[config.mk]
export PLATFORM = sky130hd
export DESIGN_NAME = fetch_stage
export DESIGN_NICKNAME = d
export VERILOG_FILES = /design/src/rtl/fetch_stage_pkg.sv /design/src/rtl/fetch_stage_if_skid_buffer.sv /design/src/rtl/fetch_stage.sv
export SDC_FILE = /design/constraint.sdc
export NUM_CORES = 1
export LEC_CHECK = 0
export ABC_AREA = 1
export ABC_CLOCK_PERIOD_IN_PS = 2330
export BUFFER_PORTS_ARGS = -buffer_cell sky130_fd_sc_hd__buf_2
export CAP_MARGIN = 20
export CORE_AREA = 2 2 120 122
export DETAILED_ROUTE_END_ITERATION = 7
export DIE_AREA = 0 0 122 124
export PLACE_DENSITY = 0.79
export SLEW_MARGIN = 5
export SYNTH_ARGS = -nofsm -noshare
export SYNTH_HDL_FRONTEND = slang
export SYNTH_SLANG_ARGS = --single-unit
[constraint.sdc]
create_clock -name clk -period 2.33 [get_ports clk]
set_input_delay 0.5825 -clock clk [delete_from_list [all_inputs] [get_ports clk]]
set_output_delay 0.5825 -clock clk [all_outputs]
set_load 0.03 [all_outputs]
[src/rtl/fetch_stage_pkg.sv]
// Shared definitions for the TSC instruction-fetch stage: word width,
// instruction field positions and the fetch controller state encoding.
package fetch_stage_pkg;

  localparam int unsigned FS_WORD_SIZE = 16;

  // Instruction field positions used to split the IF/ID word for control.
  localparam int unsigned OPCODE_MSB = 15;
  localparam int unsigned OPCODE_LSB = 12;
  localparam int unsigned FUNC_MSB   = 5;
  localparam int unsigned FUNC_LSB   = 0;

  typedef enum logic [2:0] {
    ST_IDLE    = 3'd0,
    ST_FETCH   = 3'd1,
    ST_STALLED = 3'd2,
    ST_DRAIN   = 3'd3,
    ST_HALTED  = 3'd4
  } fetch_state_e;

  // A memory request is held in FETCH and DRAIN only.
  function automatic logic req_outstanding(input fetch_state_e st);
    return (st == ST_FETCH) || (st == ST_DRAIN);
  endfunction

endpackage

[src/rtl/fetch_stage_if_skid_buffer.sv]
// One-entry {inst, pc} holding register used when a fetched word returns
// while decode is stalled. Clear wins over load, load wins over unload.
module if_skid_buffer #(
  parameter int unsigned W = 16
) (
  input  logic         clk,
  input  logic         reset_n,
  input  logic         load_i,
  input  logic         unload_i,
  input  logic         clear_i,
  input  logic [W-1:0] inst_i,
  input  logic [W-1:0] pc_i,
  output logic         full_o,
  output logic [W-1:0] inst_o,
  output logic [W-1:0] pc_o
);

  logic         full_q, full_d;
  logic [W-1:0] inst_q, inst_d;
  logic [W-1:0] pc_q, pc_d;

  // Next-state of the holding register from the three controls.
  always_comb begin
    full_d = full_q;
    inst_d = inst_q;
    pc_d   = pc_q;
    if (clear_i) begin
      full_d = 1'b0;
    end else if (load_i) begin
      full_d = 1'b1;
      inst_d = inst_i;
      pc_d   = pc_i;
    end else if (unload_i) begin
      full_d = 1'b0;
    end
  end

  // Holding register storage.
  always_ff @(posedge clk or negedge reset_n) begin
    if (!reset_n) begin
      full_q <= 1'b0;
      inst_q <= '0;
      pc_q   <= '0;
    end else begin
      full_q <= full_d;
      inst_q <= inst_d;
      pc_q   <= pc_d;
    end
  end

  assign full_o = full_q;
  assign inst_o = inst_q;
  assign pc_o   = pc_q;

endmodule

[src/rtl/fetch_stage.sv]
// Instruction-fetch stage with IF/ID pipeline register. Owns the PC, holds
// read requests to instruction memory until i_ready, buffers one word when
// decode stalls, and drains an in-flight fetch after redirect or halt.
module fetch_stage
  import fetch_stage_pkg::*;
#(
  parameter int unsigned          WORD_SIZE = FS_WORD_SIZE,
  parameter logic [WORD_SIZE-1:0] RESET_PC  = '0
) (
  input  logic                 clk,
  input  logic                 reset_n,
  output logic                 i_readM,
  output logic [WORD_SIZE-1:0] i_address,
  input  logic [WORD_SIZE-1:0] i_data,
  input  logic                 i_ready,
  input  logic                 stall,
  input  logic                 redirect,
  input  logic [WORD_SIZE-1:0] redirect_pc,
  input  logic                 halt,
  output logic                 if_id_valid,
  output logic [WORD_SIZE-1:0] if_id_inst,
  output logic [WORD_SIZE-1:0] if_id_pc,
  output logic [WORD_SIZE-1:0] if_id_npc,
  output logic [3:0]           opcode,
  output logic [5:0]           func_code,
  output logic [15:0]          num_fetch
);

  fetch_state_e         state_q, state_d;
  logic [WORD_SIZE-1:0] pc_q, pc_d;
  logic [WORD_SIZE-1:0] req_addr_q, req_addr_d;
  logic                 valid_q, valid_d;
  logic [WORD_SIZE-1:0] inst_q, inst_d;
  logic [WORD_SIZE-1:0] ifpc_q, ifpc_d;
  logic [WORD_SIZE-1:0] npc_q, npc_d;
  logic [15:0]          num_fetch_q, num_fetch_d;
  logic                 halt_seen_q, halt_seen_d;

  logic                 outstanding;
  logic                 ld_en;
  logic [WORD_SIZE-1:0] ld_inst;
  logic [WORD_SIZE-1:0] ld_pc;
  logic                 consume;
  logic                 flush;
  logic                 skid_load, skid_unload, skid_clear;
  logic                 skid_full;
  logic [WORD_SIZE-1:0] skid_inst, skid_pc;

  assign outstanding = req_outstanding(state_q);

  if_skid_buffer #(.W(WORD_SIZE)) u_skid (
    .clk      (clk),
    .reset_n  (reset_n),
    .load_i   (skid_load),
    .unload_i (skid_unload),
    .clear_i  (skid_clear),
    .inst_i   (i_data),
    .pc_i     (req_addr_q),
    .full_o   (skid_full),
    .inst_o   (skid_inst),
    .pc_o     (skid_pc)
  );

  // Fetch FSM next state, PC/request address and IF/ID update selection.
  always_comb begin
    state_d     = state_q;
    pc_d        = pc_q;
    req_addr_d  = req_addr_q;
    halt_seen_d = halt_seen_q;
    ld_en       = 1'b0;
    ld_inst     = i_data;
    ld_pc       = req_addr_q;
    consume     = !stall;
    flush       = 1'b0;
    skid_load   = 1'b0;
    skid_unload = 1'b0;
    skid_clear  = 1'b0;

    case (state_q)
      ST_IDLE: begin
        state_d    = ST_FETCH;
        req_addr_d = pc_q;
      end
      ST_FETCH: begin
        if (i_ready) begin
          if (!stall || !valid_q) begin
            ld_en      = 1'b1;
            pc_d       = pc_q + 1'b1;
            req_addr_d = pc_q + 1'b1;
          end else begin
            skid_load = 1'b1;
            state_d   = ST_STALLED;
          end
        end
      end
      ST_STALLED: begin
        if (!stall) begin
          ld_en       = skid_full;
          ld_inst     = skid_inst;
          ld_pc       = skid_pc;
          skid_unload = 1'b1;
          pc_d        = pc_q + 1'b1;
          req_addr_d  = pc_q + 1'b1;
          state_d     = ST_FETCH;
        end
      end
      ST_DRAIN: begin
        // The returning word belongs to the abandoned stream; drop it.
        if (i_ready) begin
          state_d    = halt_seen_q ? ST_HALTED : ST_FETCH;
          req_addr_d = pc_q;
        end
      end
      ST_HALTED: begin
        state_d = ST_HALTED;
      end
      default: begin
        state_d = ST_IDLE;
      end
    endcase

    // Halt outranks redirect; once halting, redirects no longer matter.
    if (state_q != ST_HALTED) begin
      if (halt) begin
        halt_seen_d = 1'b1;
        flush       = 1'b1;
        pc_d        = pc_q;
        req_addr_d  = req_addr_q;
        state_d     = (outstanding && !i_ready) ? ST_DRAIN : ST_HALTED;
      end else if (redirect && !halt_seen_q) begin
        flush = 1'b1;
        pc_d  = redirect_pc;
        if (outstanding && !i_ready) begin
          // Memory still owes a word for the held address: wait it out.
          state_d    = ST_DRAIN;
          req_addr_d = req_addr_q;
        end else begin
          state_d    = ST_FETCH;
          req_addr_d = redirect_pc;
        end
      end
    end

    if (flush) begin
      ld_en      = 1'b0;
      skid_load  = 1'b0;
      skid_clear = 1'b1;
    end
  end

  // IF/ID register next state: load, or drop the word once ID takes it.
  always_comb begin
    valid_d     = valid_q;
    inst_d      = inst_q;
    ifpc_d      = ifpc_q;
    npc_d       = npc_q;
    num_fetch_d = num_fetch_q;
    if (ld_en) begin
      valid_d     = 1'b1;
      inst_d      = ld_inst;
      ifpc_d      = ld_pc;
      npc_d       = ld_pc + 1'b1;
      num_fetch_d = num_fetch_q + 16'd1;
    end else if (flush || consume) begin
      valid_d = 1'b0;
    end
  end

  // State, PC and IF/ID registers.
  always_ff @(posedge clk or negedge reset_n) begin
    if (!reset_n) begin
      state_q     <= ST_IDLE;
      pc_q        <= RESET_PC;
      req_addr_q  <= RESET_PC;
      valid_q     <= 1'b0;
      inst_q      <= '0;
      ifpc_q      <= '0;
      npc_q       <= '0;
      num_fetch_q <= '0;
      halt_seen_q <= 1'b0;
    end else begin
      state_q     <= state_d;
      pc_q        <= pc_d;
      req_addr_q  <= req_addr_d;
      valid_q     <= valid_d;
      inst_q      <= inst_d;
      ifpc_q      <= ifpc_d;
      npc_q       <= npc_d;
      num_fetch_q <= num_fetch_d;
      halt_seen_q <= halt_seen_d;
    end
  end

  assign i_readM     = outstanding;
  assign i_address   = req_addr_q;
  assign if_id_valid = valid_q;
  assign if_id_inst  = inst_q;
  assign if_id_pc    = ifpc_q;
  assign if_id_npc   = npc_q;
  assign num_fetch   = num_fetch_q;
  assign opcode      = inst_q[OPCODE_MSB:OPCODE_LSB];
  assign func_code   = inst_q[FUNC_MSB:FUNC_LSB];

endmodule

==> qor.yml <==
status: "finished clean"
yosysTopAreaCell: "dfrtp_1"
viasPerCell: 5.51
synth_edf_count: 0
synthFlopType: "dfrtp_1"
yosys.area_share.simple_pct: 35.4
drv_slew: 0
critPathKind: "register to register"
grt_max_degree: 54
ant_nets: 0
max_stage_delay_ps: 510
cp-end-kind: "register"
highest_layer: "met4"
syn_area_um2: 7680
numCtsBuffers: 17
power.leakage_nw: 4.99
syn_inst: 1061
cpMaxStageDelayCell: "dfrtp_1"
wl_met1_um: 9040
clk_path_buf_depth: 2
core-area_um2: 13700
met2_length_um: 9860
ir_drop_mv: 0.485
post-cts-setup-buffers: 0
antenna_found_initial: 0
dp.final_hpwl_um: 14800
wire_per_inst_um: 15.2
hold_ws_ps: 79.0
dieWidth_um: 122
wl_met3_um: 1420
crit_fanout: 24
fin_skew_ps: 6.15
synth_area_leaders: "dfrtp_1, nand2_1, nor2_1"
cts_resized: 0
wl_um: 20900
yosysMostFrequentCell: "nand2_1"
rows: 43
hp-class: "input pin to asynchronous set/reset pin"
ys_ff_latch: 134
syn_avg_cell_area_um2: 7.24
place_congestion: 0.955
tightestPinTransition_ps: 427
io_pins: 130
synth_common_cells: "nand2_1, dfrtp_1, nor2_1, nand3_1, inv_1"
synth_top_area_share_pct: 43.7
clk_latency_ps: 420
drt-pass1-iter-count: 6
tns_ps: 0
hold_viol: 0
area.growth.synth_to_final_pct: 18.8
clock_sinks: 134
rsz0062_at_grt: "false"
async_reset_ff_share_pct: 100
max_freq_mhz: 466
yosysUniqueCellTypes: 42
synth.mux.area_fraction_pct: 1.17
root_buffer: "clkbuf_16"
drive_gt1_share_pct: 19.3
place_area_um2: 8500
crit_arrival_ps: 2470
nNetsFinal: 1227
n_antenna_cell: 0
fin_area_um2: 9120
finalCritPeriodShare_pct: 92.2
die_area_um2: 15100
grt_pass1_wl_um: 34000
finalSetupViolations: 0
cts_tree: "built"
cap_violations: 0
p_per_area_nw_per_um2: 680
synth_adder_area_share_pct: 0.489
remaining_drc_errors: 0
vias: 7591
cts_hold_buffers: 0
overflow: 0
fillers: 1139
synth_warnings: 0
synth_top_family_by_area: "simple AND/OR/NAND/NOR gates"
initial_utilization_pct: 56.0
synth-xor-area-share_pct: 2.05
h-tree-depth: 4
critPathRequiredTime_ps: 2650
die_y_um: 124
track_usage_pct: 28.7
clkTransAtPathRegs_ps: 50
worstPathCellList: "inv_4 -> nand2_4 -> nor2_1 -> nand2_2 -> nand2_1 -> nand2_4 -> inv_2 -> buf_4 -> nor2_1 -> a31oi_1"
synth-compound-area-share_pct: 9.14
cp-start-kind: "register"
period_minus_slack_ps: 2150
syn-num-nets: 1102
io_buffers: 129
grt_pass1_vias: 6929
yosysSeqAreaShare_pct: 43.7
drt-initial-drc-count: 745
max_slew_margin_pct: 71.3
[cell families after synthesis]
kind of cell,count (synthesis)
xor gates and xnor gates,18
muxes,7
and+or+nand+nor,645
AOI/OAI and AO/OA,122
buffers and inverters,132
adders and majority gates,3
DFF,134
[final timing paths]
check	endpoint	cells after the start	from	slack (ps)
hold / removal	num_fetch[8]	1	reset_n	80
max in group asynchronous	u_skid.inst_o[6]	2	reset_n	1630
hold reg to reg	u_skid.inst_o[6]	2	u_skid.inst_o[6]	470
min in group clk	u_skid.inst_o[5]	3	i_data[5]	410
setup / recovery	if_id_inst[7]	10	state_q[2]	180
setup reg to reg	if_id_inst[7]	10	state_q[2]	180
[sequential cells by signal, indices dropped and copies added (netlist names)]
register / flops
u_skid.pc_o: 16
u_skid.full_o: 1
halt_seen_q: 1
if_id_valid: 1
i_address: 16
if_id_pc: 16
state_q: 3
if_id_inst: 16
num_fetch: 16
pc_q: 16
if_id_npc: 16
u_skid.inst_o: 16
[metal layers]
metal | vias up | track usage (%)
li1 | 3640 | -
met4 | 0 | 12.7
met2 | 363 | 45.8
met3 | 50 | 4.62
met5 | - | 0
met1 | 3538 | 38.8
[power by group]
part,internal (mW),switching [mW]
Combinational,0.242,0.507
Clock,1.87,0.987
Sequential,2.43,0.168
[cell usage in the layout, fill, tap and decap left out, types with 2 or more instances in the layout]
master and instances:
nand4_1 12, ha_1 3, buf_2 128, clkinv_2 2, nand3_1 77, inv_1 69, clkbuf_1 3, nand2_2 9
o211ai_1 17, clkbuf_8 3, o21ai_0 49, nor3_2 2, a21oi_1 22, mux2_4 3, buf_4 26, clkbuf_16 17
mux2_2 4, a31oi_1 21, nor2_4 9, inv_2 8, dfrtp_1 134, xnor2_1 8, nand2_4 3, xor2_1 10
nor2_1 105, buf_6 2, nor3_1 7, buf_12 3, a21boi_0 2, o21ai_1 3, o22ai_1 3, nand2_1 413
nor2_2 3, bufinv_16 4
[metrics by stage]
step	cells	setup slack [ps]	power, mW	utilization [%]
finish	1378	182	6.20	66.5
floorplan	1061	452	3.09	-
CTS	1378	223	6.21	66.5
global route	1378	14.1	6.45	66.5
global placement	1347	193	3.36	61.9
detailed placement	1347	140	3.37	61.9
[final cells by class]
type | count | area (um2) | share of cell area [%]
flip-flops and latches | 134 | 3350 | 36.8
clock buffers | 23 | 478 | 5.24
inverters | 79 | 299 | 3.28
repair buffers | 159 | 918 | 10.1
well taps | 180 | 225 | 2.47
multi-input cells | 795 | 3700 | 40.6
clock inverters | 8 | 146 | 1.60
[worst max-delay path: cells and delay by family (launching register included)]
family	cells	cell delay (ps)
AO/OA/AOI/OAI	1	200
buffers and inverters	3	540
flip-flops	1	510
AND/OR/NAND/NOR	6	790
Power figures use the tool's default switching activity.
